File: src/rtl/i2c_cmd_sequencer.sv
`default_nettype none
// ============================================================================
// Module      : i2c_cmd_sequencer
// Description : Upstream feeder for the I2C master core. The host writes
//               {slave address, data} commands into a FIFO. Each command is
//               replayed into the core register port as three consecutive
//               writes: address (reg 1), data (reg 2), start (reg 3).
//               Commands are paced on CORE_BUSY, with a fixed idle gap after
//               each transfer. This lets the host queue a burst of writes
//               without polling.
// Revision    : 1.0 - initial release
// ----------------------------------------------------------------------------
// Ports
//   BUS_CLK       in   1          clock, all logic on posedge
//   BUS_RST       in   1          synchronous active-high reset
//   BUS_ADD       in   ABUSWIDTH  host register address
//   BUS_DATA_IN   in   8          host write data
//   BUS_WR        in   1          host write strobe (1 cycle)
//   BUS_RD        in   1          host read strobe (1 cycle)
//   BUS_DATA_OUT  out  8          host read data, registered
//   CORE_ADD      out  3          register address to the I2C core
//   CORE_DATA     out  8          write data to the I2C core
//   CORE_WR       out  1          write strobe to the I2C core
//   CORE_BUSY     in   1          I2C core busy
//   seq_busy      out  1          FIFO non-empty or sequencer active
//   seq_error     out  1          sticky overflow | busy-timeout
// Host registers
//   0 W: soft reset    R: version (1)
//   1 R/W: staged slave address
//   2 W: push {reg1, data}   R: last pushed data
//   3 R: FIFO fill count
//   4 R/W: bit0 ENABLE
//   5 R: {6'b0, overflow, timeout}   W: clear both flags
// ============================================================================
module i2c_cmd_sequencer #(
  parameter int ABUSWIDTH    = 32,
  parameter int DEPTH_LOG2   = 4,
  parameter int BUSY_TIMEOUT = 1023,
  parameter int GAP_CYCLES   = 64
) (
  input  logic                 BUS_CLK,
  input  logic                 BUS_RST,
  input  logic [ABUSWIDTH-1:0] BUS_ADD,
  input  logic [7:0]           BUS_DATA_IN,
  input  logic                 BUS_WR,
  input  logic                 BUS_RD,
  output logic [7:0]           BUS_DATA_OUT,
  output logic [2:0]           CORE_ADD,
  output logic [7:0]           CORE_DATA,
  output logic                 CORE_WR,
  input  logic                 CORE_BUSY,
  output logic                 seq_busy,
  output logic                 seq_error
);

  localparam int c_DEPTH   = 2 ** DEPTH_LOG2;
  localparam int c_CNT_W   = DEPTH_LOG2 + 1;
  localparam int c_TMR_MAX = (BUSY_TIMEOUT > GAP_CYCLES) ? BUSY_TIMEOUT : GAP_CYCLES;
  localparam int c_TMR_W   = $clog2(c_TMR_MAX + 1);

  localparam logic [7:0]            c_VERSION  = 8'd1;
  localparam logic [c_CNT_W-1:0]    c_FULL_CNT = c_CNT_W'(c_DEPTH);
  localparam logic [c_TMR_W-1:0]    c_TMO_LAST = c_TMR_W'(BUSY_TIMEOUT - 1);
  localparam logic [c_TMR_W-1:0]    c_GAP_LAST = c_TMR_W'(GAP_CYCLES - 1);
  localparam logic [2:0]            c_REG_ADDR  = 3'd1;
  localparam logic [2:0]            c_REG_DATA  = 3'd2;
  localparam logic [2:0]            c_REG_START = 3'd3;

  typedef enum logic [2:0] {
    S_IDLE      = 3'd0,
    S_WR_ADDR   = 3'd1,
    S_WR_DATA   = 3'd2,
    S_WR_START  = 3'd3,
    S_WAIT_BUSY = 3'd4,
    S_WAIT_DONE = 3'd5,
    S_GAP       = 3'd6
  } state_t;

  // --------------------------------------------------------------------------
  // Registers
  // --------------------------------------------------------------------------
  state_t                  state_q, state_d;
  logic [c_TMR_W-1:0]      timer_q, timer_d;
  logic [15:0]             cmd_q, cmd_d;
  logic [DEPTH_LOG2-1:0]   wr_ptr_q, wr_ptr_d;
  logic [DEPTH_LOG2-1:0]   rd_ptr_q, rd_ptr_d;
  logic [c_CNT_W-1:0]      count_q, count_d;
  logic [7:0]              slave_addr_q, slave_addr_d;
  logic [7:0]              last_data_q, last_data_d;
  logic                    enable_q, enable_d;
  logic                    ovf_q, ovf_d;
  logic                    tmo_q, tmo_d;
  logic [7:0]              rdata_q, rdata_d;
  logic [15:0]             mem_q [c_DEPTH];

  // --------------------------------------------------------------------------
  // Host decode
  // --------------------------------------------------------------------------
  logic w_wr_reg0, w_wr_reg1, w_wr_reg2, w_wr_reg4, w_wr_reg5;
  logic w_rst;
  logic w_empty, w_full;
  logic w_pop, w_push_ok, w_push_drop;
  logic w_tmo_set;

  assign w_wr_reg0 = BUS_WR && (BUS_ADD == ABUSWIDTH'(0));
  assign w_wr_reg1 = BUS_WR && (BUS_ADD == ABUSWIDTH'(1));
  assign w_wr_reg2 = BUS_WR && (BUS_ADD == ABUSWIDTH'(2));
  assign w_wr_reg4 = BUS_WR && (BUS_ADD == ABUSWIDTH'(4));
  assign w_wr_reg5 = BUS_WR && (BUS_ADD == ABUSWIDTH'(5));

  // A write to register 0 behaves exactly like the external reset.
  assign w_rst = BUS_RST || w_wr_reg0;

  assign w_empty = (count_q == '0);
  assign w_full  = (count_q == c_FULL_CNT);

  // The head is popped on the cycle IDLE decides to launch a command.
  assign w_pop = (state_q == S_IDLE) && enable_q && !w_empty && !CORE_BUSY;

  // A push into a full FIFO is still accepted when a pop frees a slot in
  // the same cycle; otherwise it is dropped and flagged.
  assign w_push_ok   = w_wr_reg2 && (!w_full || w_pop);
  assign w_push_drop = w_wr_reg2 && w_full && !w_pop;

  // --------------------------------------------------------------------------
  // FSM: state register
  // --------------------------------------------------------------------------
  always_ff @(posedge BUS_CLK) begin
    if (w_rst) begin
      state_q <= S_IDLE;
      timer_q <= '0;
    end else begin
      state_q <= state_d;
      timer_q <= timer_d;
    end
  end

  // --------------------------------------------------------------------------
  // FSM: next state and core-port outputs
  // --------------------------------------------------------------------------
  always_comb begin
    state_d   = state_q;
    timer_d   = timer_q;
    w_tmo_set = 1'b0;
    CORE_WR   = 1'b0;
    CORE_ADD  = 3'd0;
    CORE_DATA = 8'd0;

    unique case (state_q)
      S_IDLE: begin
        if (w_pop) begin
          state_d = S_WR_ADDR;
        end
      end
      S_WR_ADDR: begin
        CORE_WR   = 1'b1;
        CORE_ADD  = c_REG_ADDR;
        CORE_DATA = cmd_q[15:8];
        state_d   = S_WR_DATA;
      end
      S_WR_DATA: begin
        CORE_WR   = 1'b1;
        CORE_ADD  = c_REG_DATA;
        CORE_DATA = cmd_q[7:0];
        state_d   = S_WR_START;
      end
      S_WR_START: begin
        CORE_WR   = 1'b1;
        CORE_ADD  = c_REG_START;
        CORE_DATA = 8'd1;
        state_d   = S_WAIT_BUSY;
        timer_d   = '0;
      end
      S_WAIT_BUSY: begin
        if (CORE_BUSY) begin
          state_d = S_WAIT_DONE;
          timer_d = '0;
        end else if (timer_q == c_TMO_LAST) begin
          // Core never acknowledged the start: drop the command and
          // still honour the inter-command gap.
          w_tmo_set = 1'b1;
          state_d   = S_GAP;
          timer_d   = '0;
        end else begin
          timer_d = timer_q + c_TMR_W'(1);
        end
      end
      S_WAIT_DONE: begin
        if (!CORE_BUSY) begin
          state_d = S_GAP;
          timer_d = '0;
        end
      end
      S_GAP: begin
        if (timer_q == c_GAP_LAST) begin
          state_d = S_IDLE;
          timer_d = '0;
        end else begin
          timer_d = timer_q + c_TMR_W'(1);
        end
      end
      default: begin
        state_d = S_IDLE;
        timer_d = '0;
      end
    endcase
  end

  // --------------------------------------------------------------------------
  // Datapath: FIFO pointers, host registers, flags, read mux
  // --------------------------------------------------------------------------
  always_comb begin
    wr_ptr_d     = wr_ptr_q;
    rd_ptr_d     = rd_ptr_q;
    count_d      = count_q;
    cmd_d        = cmd_q;
    slave_addr_d = slave_addr_q;
    last_data_d  = last_data_q;
    enable_d     = enable_q;
    ovf_d        = ovf_q;
    tmo_d        = tmo_q;
    rdata_d      = rdata_q;

    if (w_push_ok) begin
      wr_ptr_d = wr_ptr_q + DEPTH_LOG2'(1);
    end
    if (w_pop) begin
      rd_ptr_d = rd_ptr_q + DEPTH_LOG2'(1);
      cmd_d    = mem_q[rd_ptr_q];
    end
    unique case ({w_push_ok, w_pop})
      2'b10:   count_d = count_q + c_CNT_W'(1);
      2'b01:   count_d = count_q - c_CNT_W'(1);
      default: count_d = count_q;
    endcase

    if (w_wr_reg1) slave_addr_d = BUS_DATA_IN;
    if (w_wr_reg2) last_data_d  = BUS_DATA_IN;
    if (w_wr_reg4) enable_d     = BUS_DATA_IN[0];

    // Clear first so an event in the same cycle as the clear is not lost.
    if (w_wr_reg5) begin
      ovf_d = 1'b0;
      tmo_d = 1'b0;
    end
    if (w_push_drop) ovf_d = 1'b1;
    if (w_tmo_set)   tmo_d = 1'b1;

    if (BUS_RD) begin
      if (BUS_ADD == ABUSWIDTH'(0))      rdata_d = c_VERSION;
      else if (BUS_ADD == ABUSWIDTH'(1)) rdata_d = slave_addr_q;
      else if (BUS_ADD == ABUSWIDTH'(2)) rdata_d = last_data_q;
      else if (BUS_ADD == ABUSWIDTH'(3)) rdata_d = 8'(count_q);
      else if (BUS_ADD == ABUSWIDTH'(4)) rdata_d = {7'd0, enable_q};
      else if (BUS_ADD == ABUSWIDTH'(5)) rdata_d = {6'd0, ovf_q, tmo_q};
      else                               rdata_d = 8'd0;
    end
  end

  always_ff @(posedge BUS_CLK) begin
    if (w_rst) begin
      wr_ptr_q     <= '0;
      rd_ptr_q     <= '0;
      count_q      <= '0;
      cmd_q        <= '0;
      slave_addr_q <= '0;
      last_data_q  <= '0;
      enable_q     <= 1'b0;
      ovf_q        <= 1'b0;
      tmo_q        <= 1'b0;
      rdata_q      <= '0;
    end else begin
      wr_ptr_q     <= wr_ptr_d;
      rd_ptr_q     <= rd_ptr_d;
      count_q      <= count_d;
      cmd_q        <= cmd_d;
      slave_addr_q <= slave_addr_d;
      last_data_q  <= last_data_d;
      enable_q     <= enable_d;
      ovf_q        <= ovf_d;
      tmo_q        <= tmo_d;
      rdata_q      <= rdata_d;
    end
  end

  // FIFO storage needs no reset: only slots between the pointers are read.
  always_ff @(posedge BUS_CLK) begin
    if (w_push_ok && !w_rst) begin
      mem_q[wr_ptr_q] <= {slave_addr_q, BUS_DATA_IN};
    end
  end

  assign BUS_DATA_OUT = rdata_q;
  assign seq_busy     = (state_q != S_IDLE) || !w_empty;
  assign seq_error    = ovf_q || tmo_q;

endmodule
`default_nettype wire
File: config.mk
export PLATFORM = sky130hd
export DESIGN_NAME = i2c_cmd_sequencer
export DESIGN_NICKNAME = d
export VERILOG_FILES = /design/src/rtl/i2c_cmd_sequencer.sv
export SDC_FILE = /design/constraint.sdc
export NUM_CORES = 1
export LEC_CHECK = 0
export ABC_AREA = 1
export ABC_CLOCK_PERIOD_IN_PS = 8600
export BUFFER_PORTS_ARGS = -buffer_cell sky130_fd_sc_hd__buf_4
export CAP_MARGIN = 20
export CORE_UTILIZATION = 30
export CTS_BUF_LIST = sky130_fd_sc_hd__clkbuf_2
export CTS_CLUSTER_SIZE = 25
export DETAILED_ROUTE_END_ITERATION = 8
export GPL_TIMING_DRIVEN = 0
export HOLD_SLACK_MARGIN = 0.06
export PLACE_DENSITY_LB_ADDON = 0.12
export SYNTH_ARGS = -nofsm -noshare
export SYNTH_HDL_FRONTEND = slang
export SYNTH_SLANG_ARGS = --single-unit
File: constraint.sdc
create_clock -name BUS_CLK -period 8.6 [get_ports BUS_CLK]
set_input_delay 1.29 -clock BUS_CLK [delete_from_list [all_inputs] [get_ports BUS_CLK]]
set_output_delay 1.29 -clock BUS_CLK [all_outputs]
set_load 0.005 [all_outputs]
==> flow_metrics.tcl <==
set metrics [dict create \
    drt_iter0_markers 682 \
    p_int_w 0.00219 \
    drt_pass1_iterations 5 \
    rrSetupSlack_ps 5910 \
    hold_class "flip-flop to flip-flop" \
    worst_slew_pin_slew_ps 968 \
    synth_seq_cells 325 \
    io_pins 67 \
    globalRouteMet2Util_pct 29.6 \
    finalHoldViolations 0 \
    detail-route-antenna-nets 0 \
    grt_start_max_net_pins 19 \
    globalRouteMet1Util_pct 25.3 \
    clock_tree.buffer_depth 3 \
    crit_fanout 9 \
    antenna_found_initial 3 \
    hold_slack_ps 471 \
    syn-num-nets 1351 \
    routed_wirelength_um 42700 \
    cts_root_buffer "clkbuf_2" \
    synth_edf_count 256 \
    die_h_um 216 \
    synth.yosys.seq_area_share_pct 66.2 \
    postSynthAreaPerCell_um2 10.6 \
    remaining_drc_errors 0 \
    max_freq_mhz 283 \
    clk_latency_ps 980 \
    cts_resized 0 \
    fin_crit_sh_pct 41.1 \
    cts.clk_slew.worst_paths_ps 100 \
    criticalPathCategory "flip-flop to output pin" \
    async_reset_ff_share_pct 0 \
    end_kind "output pin" \
    h-tree-depth 3 \
    clkPwrFrac_pct 40.4 \
    fillers 4546 \
    slew_viol_final 0 \
    fin_total_pwr_w 0.00290 \
    rsz0062_at_grt "no" \
    syn_area_um2 13700 \
    grt_pass1_wl_um 64500 \
    pwr-share-seq_pct 57.9 \
    status "complete, no violations" \
    die-area_um2 46500 \
    numCtsBuffers 93 \
    cts_tree "done" \
    post-dp-hpwl_um 29400 \
    via_count 10304 \
    finalClockSkew_ps 58.7 \
    core_area_um2 44600 \
    cellPowerDensity_nw_per_um2 180 \
    gp_congestion 0.840 \
    start_util_pct 30.7 \
    wl_per_cell_um 20.0 \
    pwr-share-comb_pct 1.7 \
    ys.flop_type "edfxtp_1" \
    crit_required_ps 7310 \
    grt_util_all_layers_pct 18.6 \
    area_delta_synth_final_pct 17.3 \
    crit_arrival_ps 2250 \
    cts_setup_buffers 0 \
    die_w_um 216 \
    grt_pass1_vias 10245 \
    layout-drive-gt1-share_pct 20.3 \
    ys_types 40 \
    p_sw_w 0.000710 \
    yosysWarningCount 0 \
    tns_ps 0 \
    setup_viol_count_final 0 \
    vdd_drop_max_uv 87.4 \
    sw_frac_of_total_pct 24.5 \
    post-route-min-period_ps 3540 \
    rows 77 \
    nNetsFinal 1527 \
    hold_buffers 0 \
    slew_headroom_pct 35.1 \
    grt_overflow 0 \
    grt-busiest-layer "met2" \
    cts.sink_count 325 \
    start_kind "flip-flop" \
    syn_inst 1294 \
    grt_use_met3_pct 3.30 \
    max-cap-violations 0 \
    vias_per_cell 4.82 \
    p_leak_nw 5.53 \
    port_buffers 65 \
]
[metal layers]
metal	share of wire [%]	wire [um]
met1	46	19600
met2	47	20000
met3	5.2	2230
met4	2.1	892
met5	0	0
[metrics by stage]
stage	utilization (%)	instances	cell area, um^2	setup slack (ps)
detailed placement	34.1	1967	15200	4740
CTS	36.0	2135	16100	4990
finish	36.0	2136	16100	5060
global placement	33.5	1951	14900	3250
global route	36.0	2136	16100	4940
floorplan	-	1294	13700	4930
[worst paths after layout]
path,from,to,cells after the start
worst max-delay path,state_q[1]$_SDFFE_PP0P_,CORE_DATA[4],4
worst min-delay path,last_data_q[2]$_SDFFE_PP0P_,last_data_q[2]$_SDFFE_PP0P_,2
worst max register to register,state_q[0]$_SDFFE_PP0P_,mem_q[11][3]$_DFFE_PP_,11
worst min register to register,last_data_q[2]$_SDFFE_PP0P_,last_data_q[2]$_SDFFE_PP0P_,2
[final cells by class]
cell class              count  area [um^2]  area share [%]
flip-flops and latches    325         9070            56.4
clock buffers             141          706            4.39
inverters                  53          199            1.24
clock inverters            27          160           0.996
plain buffers              69          313            1.95
repair buffers             81          721            4.48
multi-input cells         847         4160            25.9
diodes                      1         2.50          0.0156
well taps                 592          741            4.61
[cells in the mapped netlist (2+ instances only)]
library cell,instances,share of area [%]
nand2_1,121,3.3
buf_1,4,0.11
nand2_2,4,0.18
o21ai_1,77,2.8
edfxtp_1,256,56
nor2_4,4,0.33
a32o_1,7,0.51
nor3_1,24,0.88
dfxtp_1,69,10
nor3_2,3,0.22
inv_2,8,0.22
clkinv_1,3,0.082
nor2_2,7,0.32
buf_2,34,1.2
ha_1,11,1.0
inv_1,42,1.2
xor2_1,5,0.32
o32ai_1,8,0.51
o21ai_0,118,4.3
nor2_1,316,8.7
o211ai_1,51,2.8
xnor2_1,2,0.13
a21oi_1,37,1.4
nand3_1,33,1.2
clkbuf_1,28,0.77
nand4_1,6,0.27
buf_4,3,0.16
[kinds of logic after synthesis]
family / synth area share (%)
compound gates: 12.5
xor+xnor: 0.448
fa+ha+maj: 1.15
buf+inv: 3.74
flops: 66.2
other cells: 0.0274
simple gates: 16.0
[layout by cell type, fill, tap and decap left out, drive strengths merged]
cell      instances
nand3            34
clkinvlp          1
diode             1
a21oi            37
ha               11
nor2            328
o21ai           196
nand2           126
nand4             6
nor3b             2
bufinv            2
clkbuf          169
buf             122
xnor2             2
o211ai           51
a32o              7
fa                1
nor4              1
clkinv           26
inv              51
conb              1
a211oi            1
nor3             27
dfxtp            69
nand3b            1
or2               1
a21boi            1
xor2              5
o32ai             8
edfxtp          256
[power groups by stage]
stage / clock, W / combinational, W / sequential, W
after floorplan: 0 / 0.0000131 / 0.00172
after global placement: 0 / 0.0000499 / 0.00172
after detailed placement: 0 / 0.0000505 / 0.00172
after CTS: 0.00121 / 0.0000506 / 0.00168
after global routing: 0.00130 / 0.0000547 / 0.00168
final: 0.00117 / 0.0000493 / 0.00168
[state kept, by name, summed over array words and instances (netlist names)]
| name | flops |
|---|---|
| BUS_DATA_OUT | 8 |
| cmd_q | 16 |
| count_q | 5 |
| enable_q | 1 |
| last_data_q | 8 |
| mem_q | 256 |
| ovf_q | 1 |
| rd_ptr_q | 4 |
| slave_addr_q | 8 |
| state_q | 3 |
| timer_q | 10 |
| tmo_q | 1 |
| wr_ptr_q | 4 |
[worst max-delay path, cell delays in order (launching register included)]
cell,delay (ps)
dfxtp_1,480
nand2_1,150
nor2_2,340
a32o_1,220
buf_4,120
Note: power is estimated with default switching activity, not from simulation.
